### config.mk
export PLATFORM = sky130hd
export DESIGN_NAME = vga_scaled_display
export DESIGN_NICKNAME = d
export VERILOG_FILES = /design/src/rtl/vga_pkg.sv /design/src/rtl/vga_timing_gen.sv /design/src/rtl/vga_scaled_display.sv
export SDC_FILE = /design/constraint.sdc
export NUM_CORES = 1
export LEC_CHECK = 0
export BUFFER_PORTS_ARGS = -buffer_cell sky130_fd_sc_hd__buf_2
export CAP_MARGIN = 10
export CELL_PAD_IN_SITES_DETAIL_PLACEMENT = 0
export CELL_PAD_IN_SITES_GLOBAL_PLACEMENT = 1
export CORE_MARGIN = 2
export CORE_UTILIZATION = 43
export CTS_BUF_LIST = sky130_fd_sc_hd__clkbuf_8 sky130_fd_sc_hd__clkbuf_16
export DETAILED_ROUTE_END_ITERATION = 16
export PLACE_DENSITY_LB_ADDON = 0.1
export SLEW_MARGIN = 20
export SYNTH_ARGS = -nofsm -noshare
export SYNTH_HDL_FRONTEND = slang
export SYNTH_HIERARCHICAL = 1
export SYNTH_SLANG_ARGS = --single-unit
### constraint.sdc
create_clock -name clk -period 3 [get_ports clk]
set_clock_uncertainty 0.15 [all_clocks]
set_input_delay 0.3 -clock clk [delete_from_list [all_inputs] [get_ports clk]]
set_output_delay 0.3 -clock clk [all_outputs]
set_load 0.05 [all_outputs]
### src/rtl/vga_pkg.sv
// vga_pkg
// Shared types and helpers for the VGA scan-out slice:
//   timing_t        - one video mode, visible/porch/sync lengths per axis
//   SVGA_800x600    - 800x600 @ 60 Hz mode (40 MHz pixel clock)
//   VGA_640x480     - 640x480 @ 60 Hz mode (25.175 MHz pixel clock)
//   rgb12_t         - 4:4:4 colour as driven on the board pins
//   pix_flags_t     - per-pixel flags carried down the latency-matching delay line
//   cnt_w()         - counter width needed to hold values 0..n-1
//   mandelbrot_color() - escape count to colour palette
package vga_pkg;

  typedef struct packed {
    logic [15:0] h_active;
    logic [15:0] h_front;
    logic [15:0] h_sync;
    logic [15:0] h_back;
    logic [15:0] v_active;
    logic [15:0] v_front;
    logic [15:0] v_sync;
    logic [15:0] v_back;
  } timing_t;

  localparam timing_t SVGA_800x600 = '{
    h_active: 16'd800, h_front: 16'd40, h_sync: 16'd128, h_back: 16'd88,
    v_active: 16'd600, v_front: 16'd1,  v_sync: 16'd4,   v_back: 16'd23
  };

  localparam timing_t VGA_640x480 = '{
    h_active: 16'd640, h_front: 16'd16, h_sync: 16'd96, h_back: 16'd48,
    v_active: 16'd480, v_front: 16'd10, v_sync: 16'd2,  v_back: 16'd33
  };

  typedef struct packed {
    logic [3:0] r;
    logic [3:0] g;
    logic [3:0] b;
  } rgb12_t;

  typedef struct packed {
    logic frame0;
    logic vblank;
    logic vsync_on;
    logic hsync_on;
    logic in_active;
    logic in_image;
  } pix_flags_t;

  // Width of a counter that runs 0..n-1; never narrower than one bit.
  function automatic int cnt_w(input int n);
    return (n <= 2) ? 1 : $clog2(n);
  endfunction

  // Points inside the set (count saturated at 255) are black; escaping
  // points take red from the low nibble, green from the high nibble and
  // blue from the middle bits so neighbouring bands stay distinguishable.
  function automatic rgb12_t mandelbrot_color(input logic [7:0] n);
    rgb12_t c;
    if (n == 8'hFF) begin
      c = '0;
    end else begin
      c.r = n[3:0];
      c.g = n[7:4];
      c.b = n[5:2];
    end
    return c;
  endfunction

endpackage

### src/rtl/vga_timing_gen.sv
// vga_timing_gen
// Raster counters and the undelayed timing flags derived from them.
// Ports:
//   clk, reset         pixel clock, synchronous active-high reset
//   h_cnt, v_cnt       current column / line
//   h_last, v_last     counter sits on its final value
//   h_active, v_active counter is inside the visible region
//   hsync_on, vsync_on counter is inside the sync pulse (polarity-free)
module vga_timing_gen
  import vga_pkg::*;
#(
  parameter int H_ACTIVE = 800,
  parameter int H_FRONT  = 40,
  parameter int H_SYNC   = 128,
  parameter int H_BACK   = 88,
  parameter int V_ACTIVE = 600,
  parameter int V_FRONT  = 1,
  parameter int V_SYNC   = 4,
  parameter int V_BACK   = 23,
  localparam int H_TOTAL = H_ACTIVE + H_FRONT + H_SYNC + H_BACK,
  localparam int V_TOTAL = V_ACTIVE + V_FRONT + V_SYNC + V_BACK,
  localparam int HW      = cnt_w(H_TOTAL),
  localparam int VW      = cnt_w(V_TOTAL)
) (
  input  logic          clk,
  input  logic          reset,
  output logic [HW-1:0] h_cnt,
  output logic [VW-1:0] v_cnt,
  output logic          h_last,
  output logic          v_last,
  output logic          h_active,
  output logic          v_active,
  output logic          hsync_on,
  output logic          vsync_on
);

  localparam int HS_START = H_ACTIVE + H_FRONT;
  localparam int VS_START = V_ACTIVE + V_FRONT;

  assign h_last = (h_cnt == HW'(H_TOTAL - 1));
  assign v_last = (v_cnt == VW'(V_TOTAL - 1));

  always_ff @(posedge clk) begin
    if (reset) begin
      h_cnt <= '0;
      v_cnt <= '0;
    end else if (h_last) begin
      h_cnt <= '0;
      v_cnt <= v_last ? '0 : v_cnt + VW'(1);
    end else begin
      h_cnt <= h_cnt + HW'(1);
    end
  end

  assign h_active = (h_cnt < HW'(H_ACTIVE));
  assign v_active = (v_cnt < VW'(V_ACTIVE));
  assign hsync_on = (h_cnt >= HW'(HS_START)) && (h_cnt < HW'(HS_START + H_SYNC));
  assign vsync_on = (v_cnt >= VW'(VS_START)) && (v_cnt < VW'(VS_START + V_SYNC));

endmodule

### src/rtl/vga_scaled_display.sv
// vga_scaled_display
// VGA scan-out engine: raster timing, scaled/offset image window over tiled
// VRAM, latency-matched sync/colour outputs and frame-synchronous buffer select.
// Ports:
//   clk, reset            pixel clock, synchronous active-high reset
//   frame_sel             requested display buffer (taken at end of frame)
//   VRAM_addr, VRAM_en    registered read request, enabled only in the image
//   VRAM_data             escape count, RAM_LATENCY cycles after the address
//   VGA_hsync, VGA_vsync  sync pins, aligned with the colour pins
//   VGA_R, VGA_G, VGA_B   4-bit colour pins
//   buf_active            buffer used for the frame now being fetched
//   frame_start           one-cycle pulse with the first output pixel of a frame
//   vblank                vertical blanking, aligned with the pins
module vga_scaled_display
  import vga_pkg::*;
#(
  parameter int          H_ACTIVE    = int'(SVGA_800x600.h_active),
  parameter int          H_FRONT     = int'(SVGA_800x600.h_front),
  parameter int          H_SYNC      = int'(SVGA_800x600.h_sync),
  parameter int          H_BACK      = int'(SVGA_800x600.h_back),
  parameter int          V_ACTIVE    = int'(SVGA_800x600.v_active),
  parameter int          V_FRONT     = int'(SVGA_800x600.v_front),
  parameter int          V_SYNC      = int'(SVGA_800x600.v_sync),
  parameter int          V_BACK      = int'(SVGA_800x600.v_back),
  parameter bit          HSYNC_POL   = 1'b0,
  parameter bit          VSYNC_POL   = 1'b0,
  parameter int          IMG_W_LOG2  = 8,
  parameter int          IMG_H_LOG2  = 8,
  parameter int          TILE_LOG2   = 6,
  parameter int          SCALE_LOG2  = 1,
  parameter int          X_OFFSET    = 144,
  parameter int          Y_OFFSET    = 44,
  parameter int          RAM_LATENCY = 1,
  parameter int          ADDR_W      = 18,
  parameter logic [11:0] BORDER_RGB  = 12'h112
) (
  input  logic              clk,
  input  logic              reset,
  input  logic              frame_sel,
  output logic [ADDR_W-1:0] VRAM_addr,
  output logic              VRAM_en,
  input  logic [7:0]        VRAM_data,
  output logic              VGA_hsync,
  output logic              VGA_vsync,
  output logic [3:0]        VGA_R,
  output logic [3:0]        VGA_G,
  output logic [3:0]        VGA_B,
  output logic              buf_active,
  output logic              frame_start,
  output logic              vblank
);

  localparam int H_TOTAL  = H_ACTIVE + H_FRONT + H_SYNC + H_BACK;
  localparam int V_TOTAL  = V_ACTIVE + V_FRONT + V_SYNC + V_BACK;
  localparam int HW       = cnt_w(H_TOTAL);
  localparam int VW       = cnt_w(V_TOTAL);
  localparam int XPW      = IMG_W_LOG2 + SCALE_LOG2;
  localparam int YPW      = IMG_H_LOG2 + SCALE_LOG2;
  localparam int IMG_W_SC = 1 << XPW;
  localparam int IMG_H_SC = 1 << YPW;
  localparam int LAT      = RAM_LATENCY + 2;
  localparam int DLY_N    = LAT - 1;
  // The position counters are cleared on the cycle before the window opens,
  // wrapping around to the last column/line when the window starts at zero.
  localparam int X_LOAD   = (X_OFFSET == 0) ? H_TOTAL - 1 : X_OFFSET - 1;
  localparam int Y_LOAD   = (Y_OFFSET == 0) ? V_TOTAL - 1 : Y_OFFSET - 1;

  if (IMG_W_LOG2 + IMG_H_LOG2 + 1 > ADDR_W) begin : g_chk_addr
    $fatal(1, "vga_scaled_display: ADDR_W too small for image plus buffer bit");
  end
  if (TILE_LOG2 > IMG_W_LOG2 || TILE_LOG2 > IMG_H_LOG2) begin : g_chk_tile
    $fatal(1, "vga_scaled_display: tile larger than image");
  end
  if (X_OFFSET + IMG_W_SC > H_ACTIVE || Y_OFFSET + IMG_H_SC > V_ACTIVE) begin : g_chk_fit
    $fatal(1, "vga_scaled_display: scaled image does not fit the active area");
  end
  if (RAM_LATENCY < 1 || RAM_LATENCY > 4) begin : g_chk_lat
    $fatal(1, "vga_scaled_display: RAM_LATENCY must be 1..4");
  end

  logic [HW-1:0] h_cnt;
  logic [VW-1:0] v_cnt;
  logic          h_last, v_last, h_active, v_active, hsync_on, vsync_on;

  vga_timing_gen #(
    .H_ACTIVE(H_ACTIVE), .H_FRONT(H_FRONT), .H_SYNC(H_SYNC), .H_BACK(H_BACK),
    .V_ACTIVE(V_ACTIVE), .V_FRONT(V_FRONT), .V_SYNC(V_SYNC), .V_BACK(V_BACK)
  ) u_timing (
    .clk      (clk),
    .reset    (reset),
    .h_cnt    (h_cnt),
    .v_cnt    (v_cnt),
    .h_last   (h_last),
    .v_last   (v_last),
    .h_active (h_active),
    .v_active (v_active),
    .hsync_on (hsync_on),
    .vsync_on (vsync_on)
  );

  // Screen position relative to the image origin, kept in step with the
  // raster counters. The image coordinate is the top bits, so pixel
  // replication falls out of dropping the SCALE_LOG2 low bits.
  logic [XPW-1:0] x_pos;
  logic [YPW-1:0] y_pos;

  always_ff @(posedge clk) begin
    if (reset) begin
      x_pos <= '0;
      y_pos <= '0;
    end else begin
      if (h_cnt == HW'(X_LOAD)) x_pos <= '0;
      else                      x_pos <= x_pos + XPW'(1);
      if (h_last) begin
        if (v_cnt == VW'(Y_LOAD)) y_pos <= '0;
        else                      y_pos <= y_pos + YPW'(1);
      end
    end
  end

  logic [IMG_W_LOG2-1:0] img_x;
  logic [IMG_H_LOG2-1:0] img_y;
  logic                  x_win, y_win;
  pix_flags_t            flags;
  logic [ADDR_W-1:0]     addr_img;

  assign img_x = x_pos[XPW-1 -: IMG_W_LOG2];
  assign img_y = y_pos[YPW-1 -: IMG_H_LOG2];
  assign x_win = (h_cnt >= HW'(X_OFFSET)) && (h_cnt < HW'(X_OFFSET + IMG_W_SC));
  assign y_win = (v_cnt >= VW'(Y_OFFSET)) && (v_cnt < VW'(Y_OFFSET + IMG_H_SC));

  always_comb begin
    flags           = '0;
    flags.in_image  = x_win && y_win;
    flags.in_active = h_active && v_active;
    flags.hsync_on  = hsync_on;
    flags.vsync_on  = vsync_on;
    flags.vblank    = !v_active;
    flags.frame0    = (h_cnt == '0) && (v_cnt == '0);
  end

  // Tiled layout {buf, y_hi, x_hi, y_lo, x_lo}, assembled with shifts so a
  // tile as wide as the image (empty hi fields) needs no special casing.
  always_comb begin
    logic [ADDR_W-1:0] ax, ay, tmask;
    ax       = ADDR_W'(img_x);
    ay       = ADDR_W'(img_y);
    tmask    = ADDR_W'((1 << TILE_LOG2) - 1);
    addr_img = ((ay >> TILE_LOG2) << (IMG_W_LOG2 + TILE_LOG2))
             | ((ax >> TILE_LOG2) << (2 * TILE_LOG2))
             | ((ay & tmask) << TILE_LOG2)
             | (ax & tmask)
             | (ADDR_W'(buf_active) << (IMG_W_LOG2 + IMG_H_LOG2));
  end

  // Buffer select only changes on the last pixel of a frame, so every
  // fetch of one frame carries the same buffer bit.
  always_ff @(posedge clk) begin
    if (reset)                 buf_active <= 1'b0;
    else if (h_last && v_last) buf_active <= frame_sel;
  end

  always_ff @(posedge clk) begin
    if (reset) begin
      VRAM_addr <= '0;
      VRAM_en   <= 1'b0;
    end else begin
      VRAM_addr <= flags.in_image ? addr_img : '0;
      VRAM_en   <= flags.in_image;
    end
  end

  // Flags ride a DLY_N-deep line; together with the output register this
  // matches the address register plus RAM latency, so the flag arriving at
  // the output stage belongs to the same pixel as VRAM_data.
  pix_flags_t dly [DLY_N];

  always_ff @(posedge clk) begin
    if (reset) begin
      for (int i = 0; i < DLY_N; i++) dly[i] <= '0;
    end else begin
      dly[0] <= flags;
      for (int i = 1; i < DLY_N; i++) dly[i] <= dly[i-1];
    end
  end

  pix_flags_t d_out;
  rgb12_t     rgb_q;

  assign d_out = dly[DLY_N-1];

  always_ff @(posedge clk) begin
    if (reset) begin
      rgb_q       <= '0;
      VGA_hsync   <= ~HSYNC_POL;
      VGA_vsync   <= ~VSYNC_POL;
      frame_start <= 1'b0;
      vblank      <= 1'b0;
    end else begin
      if (d_out.in_image)       rgb_q <= mandelbrot_color(VRAM_data);
      else if (d_out.in_active) rgb_q <= rgb12_t'(BORDER_RGB);
      else                      rgb_q <= '0;
      VGA_hsync   <= d_out.hsync_on ? HSYNC_POL : ~HSYNC_POL;
      VGA_vsync   <= d_out.vsync_on ? VSYNC_POL : ~VSYNC_POL;
      frame_start <= d_out.frame0;
      vblank      <= d_out.vblank;
    end
  end

  assign VGA_R = rgb_q.r;
  assign VGA_G = rgb_q.g;
  assign VGA_B = rgb_q.b;

endmodule

==> After elaboration in Yosys (flattened, before gate mapping) <==
Memory sizes are Yosys's and may differ from the RTL's.
Cells that the tools add are included.
{ "totals": {"register_bits": 75, "latch_bits": 0, "ramBits": 12, "romBits": 0, "output_inout_bits": 36, "elab_cells": 67, "memories": 1} }
{ "classes": {"add_sub_neg": 4, "n_mul": 0, "div": 0, "n_lt_le_gt_ge": 10, "n_eq_ne": 5, "shifts": 0, "mux": 12, "bitwise": 7, "n_reduce_logical": 14} }
{ "memory_table": {"columns": ["memory", "depth", "width", "read_ports", "rd_clocked_by_memory_dff", "write_ports", "line_no", "rtl"], "rows": [
  ["dly", 2, 6, 2, 0, 2, "vga_scaled_display.sv:176", "pix_flags_t dly [DLY_N];"]
]} }
{ "op_table": {"columns": ["op", "count"], "rows": [
  ["$lt 11x10->1 const B", 3],
  ["$lt 10x10->1 const B", 3],
  ["$mux 12", 2],
  ["$add 9x1->9 const B", 2],
  ["$mux 9", 2],
  ["$or 16x17->17", 1],
  ["$or 16x12->16", 1],
  ["$or 16x14->16", 1],
  ["$or 16x6->16", 1],
  ["$mux 6", 2],
  ["$add 11x1->11 const B", 1],
  ["$eq 11x11->1 const B", 1],
  ["$eq 11x8->1 const B", 1],
  ["$ge 11x10->1 const B", 1],
  ["$ge 11x8->1 const B", 1],
  ["$logic_not 11->1", 1],
  ["$add 10x1->10 const B", 1],
  ["$eq 10x10->1 const B", 1],
  ["$eq 10x6->1 const B", 1],
  ["$ge 10x10->1 const B", 1],
  ["$ge 10x6->1 const B", 1],
  ["$logic_not 10->1", 1],
  ["$mux 10", 1],
  ["$eq 8x8->1 const B", 1],
  ["6 further kinds", 20]
]} }

==> Longest topological paths before layout <==
Gate-level depths: netlist (run 1).
{ "depth": {"depth_word": 5, "ltp_mapped": 10, "ltp_nobuf": 8} }

==> Cells and area by module <==
Netlist (run 1), hierarchy kept.
{ "modules_own_cells": {"columns": ["module", "n_inst", "cells_each", "area_per_inst_um2"], "rows": [
  ["vga_scaled_display", 1, 204, 2179.6],
  ["vga_timing_gen", 1, 131, 1128.6]
]} }

==> Worst setup path before layout (run 1) <==
No wires, ideal clock.
{ "synth_timing": {"path_type": "reg-to-reg", "start": "register u_timing.h_cnt[0]", "end": "register y_pos[8]", "t_arrival_ns": 1.981, "setup_slack_ns": 0.752, "stages_incl_launch_ff": 11, "path_buffers": 2, "synth_period_minus_slack_ns": 2.248, "cell_sequence": "dfxtp_1 ha_1 and4_4 nand3_4 inv_1 buf_2 buf_2 nand4_1 nor3_1 xnor2_1 nor2_1"} }
{ "synth_between": {"elab_chain_len": 1} }
{ "synth_rtl": {"columns": ["element", "line_no", "rtl"], "rows": [
  ["start, declared", "vga_timing_gen.sv:27", "output logic [HW-1:0] h_cnt,"],
  ["start signal, assigned", "vga_timing_gen.sv:51", "h_cnt <= h_cnt + HW'(1);"],
  ["$eq 11x11->1", "vga_timing_gen.sv:40", "assign h_last = (h_cnt == HW'(H_TOTAL - 1));"],
  ["net h_last", "vga_scaled_display.sv:83", "logic h_last, v_last, h_active, v_active, hsync_on, vsync_on;"],
  ["end signal, assigned", "vga_scaled_display.sv:116", "else y_pos <= y_pos + YPW'(1);"],
  ["end, declared", "vga_scaled_display.sv:105", "logic [YPW-1:0] y_pos;"]
]} }
The timed path passes the listed nets, and every way through them passes these cells.
A chain may end at the register's enable or synchronous reset.

==> Final worst setup path (run 1) <==
{ "layout_timing": {"start": "register u_timing.h_cnt[1]", "end": "register y_pos[8]"} }
The elaborated chain is that of the path after synthesis.

==> results of run 1 <==
## per-stage QoR
step | util, % | setup slack, ns
after floorplan | - | 0.752
after global placement | 48.6 | 0.878
after detailed placement | 48.6 | 0.791
after CTS | 52.6 | 0.782
after global routing | 52.6 | 0.585
final | 52.6 | 0.803
## registers in the layout (all words and copies together), names as in the netlist
register        count
VRAM_addr          17
u_timing/h_cnt     11
VGA_vsync           1
dly                12
VGA_hsync           1
frame_start         1
VGA_G               3
VGA_B               3
VGA_R               4
u_timing/v_cnt     10
y_pos               9
buf_active          1
x_pos               9
vblank              1
## worst min-delay path by stage
stage | startpoint | end | slack [ns] | cells past startpoint
after CTS | VRAM_data[3] | VGA_R[3] | 0.01 | 2
after detailed placement | dly[0][8] | VGA_hsync | 0.21 | 1
final | VRAM_data[3] | VGA_R[3] | 0.03 | 2
after global placement | dly[0][8] | VGA_hsync | 0.21 | 1
after floorplan | dly[0][8] | VGA_hsync | 0.21 | 1
after global routing | VRAM_data[3] | VGA_R[3] | 0.03 | 2
## power by group
group / total [mW] / internal, mW / switching [mW]
registers: 1.12 / 1.11 / 0.0114
logic: 0.0637 / 0.0250 / 0.0388
clock network: 0.987 / 0.562 / 0.426
total: 2.18 / 1.70 / 0.476
## layer usage
layer / up-vias / wire (um) / global-route usage, %
met2: 60 / 2790 / 26.0
li1: 1255 / - / -
met3: 11 / 296 / 3.53
met1: 1144 / 3010 / 20.0
met4: 0 / 133 / 8.58
met5: - / 0 / 0
## layout make-up
cell class | instances | share of cell area [%]
Clock buffer | 9 | 3.19
Tap cell | 99 | 3.19
Timing Repair Buffer | 51 | 7.29
Inverter | 7 | 0.677
Multi-Input combinational cell | 231 | 39.6
Sequential cell | 83 | 42.8
Clock inverter | 7 | 3.19
## cells by family (layout without fill, tap and decap cells)
kind of cell	after synthesis	after routing	share of synthesized area (%)
flip-flops	83	83	50.2
AO/OA/AOI/OAI	28	28	5.56
multiplexers	1	1	0.303
AND/OR/NAND/NOR	166	166	29.8
adder cells (fa/ha/maj)	7	7	2.65
XOR/XNOR	28	28	7.98
buffers and inverters	21	74	3.33
other	1	1	0.113
## worst reg2reg max path: stages, from the launching register on
cell	delay [ns]
dfxtp_1	0.43
ha_1	0.26
and4_4	0.29
nand3_4	0.11
inv_1	0.21
nand4_1	0.18
nor3_1	0.26
xnor2_1	0.15
nor2_1	0.05
## synthesized netlist by cell type, drive strengths merged, types with 2 or more instances
cell type	instances
a41o	2
nand2b	3
or2	2
nand2	19
nand3	17
nor2	33
xor2	17
nor3	14
and4	4
nor2b	10
a21o	2
and3	6
clkbuf	5
o31ai	4
or3	6
o21ai	5
or4	3
buf	9
dfxtp	83
xnor2	11
a21oi	13
nor4	5
nand4	13
and2	8
nand3b	2
inv	7
ha	7
nor3b	19
## repair_timing
| action | 4_1_cts | 5_1_grt |
|---|---|---|
| hold buffers | 5 | 0 |
| resized for setup | 0 | 0 |
| hold endpoints to repair | 5 | 0 |
==> results_dict.tcl, run 1 <==
set metrics [dict create \
    core-area_mm2 0.00737 \
    mappedNetlistNets 353 \
    clk_latency_ns 0.36 \
    cp_num_buf_inv 1 \
    ff2ff_path_depth 8 \
    initialDrtViolationCount 120 \
    final-seq-area_mm2 0.00166 \
    start_util_pct 44.9 \
    critPathMaxStageDelay_ns 0.43 \
    async_reset_ff_share_pct 0 \
    multiInputGateArea_mm2 0.00154 \
    worstMarginPinSlew_ns 0.671 \
    hold_slack_ns 0.0263 \
    die_w_um 91.7 \
    cts_buffer_depth 2 \
    ios 47 \
    ys_seq_area_share_pct 50.2 \
    ys_ff_latch 83 \
    gp_congestion 0.730 \
    slew_headroom_pct 55.3 \
    synth_top_area_cell "dfxtp_1" \
    finalSetupTns_ns 0 \
    status "complete, no violations" \
    power_mw 2.18 \
    max_freq_ghz 0.455 \
    min_period_ns 2.20 \
    grt_pass1_vias 2412 \
    syn_area_mm2 0.00331 \
    rsz0062_at_grt "no" \
    leakagePower_nw 1.53 \
    gr-total-overflow 0 \
    hold_viol 0 \
    layout-drive-gt1-share_pct 19.8 \
    cp.required_ns 3.09 \
    yosys_warnings 6 \
    cp_max_fo 9 \
    dp.cells 466 \
    drc 0 \
    dieArea_mm2 0.00841 \
    avgSynthCellArea_um2 9.88 \
    critPathTopFamily "simple AND/OR/NAND/NOR gates" \
    final_cell_mix "83 x dfxtp_1, 45 x buf_2, 33 x nor2_1" \
    port_buffers 45 \
    final_common_cell "dfxtp_1" \
    p_per_area_mw_per_mm2 561 \
    fillers 699 \
    placed_area_mm2 0.00358 \
    antenna_found_initial 0 \
    period_share_pct 73.2 \
    synth.area.top_cells "dfxtp_1 50%, xor2_1 4.2%, nor3b_1 3.9%" \
    layout.nets 401 \
    cts_tree "done" \
    cp.arrival_ns 2.29 \
    grt_pass1_wl_um 10800 \
    row_count 31 \
    vias 2470 \
    cts_sinks 83 \
    cp-start-kind "register" \
    firstDrtPassIters 4 \
    numCtsBuffers 9 \
    timing.rr.start "u_timing/h_cnt[1]" \
    routed_wl_um 6230 \
    wl_per_cell_um 12.8 \
    cp.depth 8 \
    via_per_inst 5.07 \
    worstSetupEndpoint "y_pos[8]" \
    n_antenna_cell 0 \
    peakVddDrop_uv 233 \
    critical_path_class "reg2reg" \
    synth_top_area_share_pct 50.2 \
    clk_pin_slew_ns 0.09 \
    drv_cap 0 \
    synth.distinct_cells 48 \
    min-delay-path-class "in2reg" \
    syn_inst 335 \
    grtUsageTotal_pct 16.1 \
    crit_start "u_timing/h_cnt[1]" \
    worst_path_max_delay_cell "dfxtp_1" \
    htree_levels 3 \
    post_cts_buffers 0 \
    synth_edf_count 0 \
    crit_chain "ha_1, and4_4, nand3_4, inv_1, nand4_1, nor3_1, xnor2_1, nor2_1" \
    cp-end-kind "register" \
    antenna_left 0 \
    finalNonFillerCells 487 \
    hpwlAfterDp_um 4190 \
    setup_violations 0 \
    grt_max_degree 38 \
    die_h_um 91.7 \
    drv_slew 0 \
    r2r_end "y_pos[8]" \
    area_growth_pct 17.2 \
    r2r_slack_ns 0.80 \
    ctsRootBufferMaster "clkbuf_8" \
    final_cell_area_mm2 0.00388 \
    synth-main-ff-cell "dfxtp_1" \
]
Power figures use the tool's default switching activity.
==> run 2, diff against run 1 <==
--- a/config.mk
+++ b/config.mk
@@ -5,12 +5,13 @@
 export SDC_FILE = /design/constraint.sdc
 export NUM_CORES = 1
 export LEC_CHECK = 0
+export ABC_AREA = 1
 export BUFFER_PORTS_ARGS = -buffer_cell sky130_fd_sc_hd__buf_2
 export CAP_MARGIN = 10
 export CELL_PAD_IN_SITES_DETAIL_PLACEMENT = 0
 export CELL_PAD_IN_SITES_GLOBAL_PLACEMENT = 1
 export CORE_MARGIN = 2
-export CORE_UTILIZATION = 43
+export CORE_UTILIZATION = 38
 export CTS_BUF_LIST = sky130_fd_sc_hd__clkbuf_8 sky130_fd_sc_hd__clkbuf_16
 export DETAILED_ROUTE_END_ITERATION = 16
 export PLACE_DENSITY_LB_ADDON = 0.1
==> constraint.sdc (replaced) <==
create_clock -name clk -period 2 [get_ports clk]
set_clock_uncertainty 0.15 [all_clocks]
set_input_delay 0.2 -clock clk [delete_from_list [all_inputs] [get_ports clk]]
set_output_delay 0.2 -clock clk [all_outputs]
set_load 0.05 [all_outputs]
==> results_dict.tcl, run 2 <==
set metrics [dict create \
    antenna_found_initial 0 \
    grtUsageTotal_pct 15.3 \
    ys_seq_area_share_pct 47.0 \
    largest_reg_flops 17 \
    cts_buffer_depth 2 \
    yosys_warnings 6 \
    firstDrtPassIters 4 \
    die_w_um 100 \
    finalSetupTns_ns 0 \
    port_buffers 45 \
    hpwlAfterDp_um 5180 \
    vias 2851 \
    grt_pass1_vias 2751 \
    hold_viol 0 \
    synth_top_area_share_pct 47.0 \
    gr-total-overflow 0 \
    yosysMostFrequentCell "dfxtp_1" \
    worst_path_max_delay_cell "dfxtp_2" \
    final_cell_area_mm2 0.00417 \
    cts_tree "done" \
    routed_wl_um 7040 \
    syn_inst 455 \
    cp-end-kind "register" \
    synth.area.top_cells "dfxtp_1 47%, nand2_1 8.2%, nor2_1 8.2%" \
    drc 0 \
    final_cell_mix "81 x dfxtp_1, 77 x nor2_1, 77 x nand2_1" \
    drv_cap 0 \
    placed_area_mm2 0.00389 \
    drv_slew 0 \
    numCtsBuffers 9 \
    area_growth_pct 17.9 \
    n_antenna_cell 0 \
    synth-main-ff-cell "dfxtp_1" \
    p_per_area_mw_per_mm2 701 \
    cp.required_ns 2.11 \
    via_per_inst 4.49 \
    start_util_pct 38.6 \
    synth_edf_count 0 \
    crit_chain "ha_1, nand2_1, nor2_4, nand3_4, clkinv_4, nand2_1, inv_1, nand2_1, nor2_1, nand2_1, nand2_4, inv_1, nand2_1, nor2_1" \
    leakagePower_nw 1.81 \
    ctsRootBufferMaster "clkbuf_8" \
    critical_path_class "reg2reg" \
    max_freq_ghz 0.558 \
    die_h_um 100 \
    period_share_pct 89.7 \
    ys_ff_latch 83 \
    status "complete, no violations" \
    rsz0062_at_grt "no" \
    pre_cts_ws_ns 0.103 \
    gp_congestion 0.777 \
    peakVddDrop_uv 350 \
    synth.distinct_cells 37 \
    grt_max_degree 19 \
    core-area_mm2 0.00915 \
    async_reset_ff_share_pct 0 \
    synth_top_area_cell "dfxtp_1" \
    ys_top_cells_by_count "83 x dfxtp_1, 77 x nand2_1, 77 x nor2_1" \
    critPathMaxStageDelay_ns 0.38 \
    antenna_left 0 \
    final_common_cell "dfxtp_1" \
    cp_max_fo 9 \
    largest_registers "VRAM_addr (17), dly (12), u_timing/h_cnt (11)" \
    htree_levels 3 \
    dieArea_mm2 0.0101 \
    initialDrtViolationCount 64 \
    wl_per_cell_um 11.1 \
    final_core_util_pct 45.6 \
    dp.cells 610 \
    post_cts_buffers 0 \
    mappedNetlistNets 473 \
    power_mw 2.92 \
    worst_slack_ns 0.207 \
    finalNonFillerCells 635 \
    hold_slack_ns 0.0859 \
    cp.arrival_ns 1.90 \
    cts_sinks 83 \
    min-delay-path-class "in2reg" \
    grt_pass1_wl_um 12400 \
    cp-start-kind "register" \
    ios 47 \
    row_count 35 \
    layout.nets 537 \
    clk_latency_ns 0.35 \
    setup_violations 0 \
    regMostFlops "VRAM_addr" \
    syn_area_mm2 0.00354 \
    crit_top_cell "nand2_1" \
    layout-drive-gt1-share_pct 19.5 \
    clk_pin_slew_ns 0.09 \
    min_period_ns 1.79 \
    avgSynthCellArea_um2 7.77 \
]
-- run 2: cell types whose count changed in the layout (fill, tap and decap cells not counted), moves of 14 or more --
cell	before	now
nor3b_1	17	3
nor2_1	33	77
nand2_1	19	77
nand3_1	16	32
inv_1	7	71
-- run 2: final timing paths --
kind,from,end,slack (ns),depth (start not counted)
worst max-delay path,u_timing/h_cnt[0],y_pos[8],0.21,14
worst min-delay path,reset,dly[0][6],0.09,2
worst max register to register,u_timing/h_cnt[0],y_pos[8],0.21,14
worst min register to register,dly[0][9],VGA_vsync,0.22,1
-- run 2: cells by family after synthesis --
group | after synthesis | share of synthesized area, %
buf+inv | 85 | 10.2
fa+ha+maj | 7 | 2.48
other cells | 1 | 0.106
flops | 83 | 47.0
simple gates | 238 | 32.3
compound gates | 26 | 4.21
xor+xnor | 15 | 3.72
-- run 2: metal layers --
metal / GRT usage [%] / part of all wire, % / vias up
met3: 2.77 / 2.6 / 11
met5: 0 / 0 / -
met1: 19.4 / 49 / 1262
li1: - / - / 1535
met2: 25.8 / 47 / 43
met4: 6.32 / 1.3 / 0
-- run 2: critical path, delay by kind of cell (launching register included) --
| family | cells | cell delay [ns] |
|---|---|---|
| simple gates | 10 | 0.82 |
| buf+inv | 3 | 0.18 |
| fa+ha+maj | 1 | 0.17 |
| flops | 1 | 0.38 |
-- run 2: repair_timing --
action                     4_1_cts  5_1_grt
setup endpoints to repair        0        6
hold endpoints to repair        11        0
gates resized for setup          0        3
hold buffers                     9        0
-- run 2: report_power, final --
part / switching, mW / leakage, nW / internal, mW
clock: 0.651 / 0.0921 / 0.470
combinational: 0.0752 / 1.05 / 0.0438
sequential: 0.0124 / 0.672 / 1.67
-- run 2: cell type report --
cell class	count	area (um^2)
clock buffers	9	124
clock inverters	7	58.8
fillers	943	4980
inverters	76	290
multi-input cells	287	1520
flip-flops and latches	83	1660
well taps	111	139
repair buffers	62	375
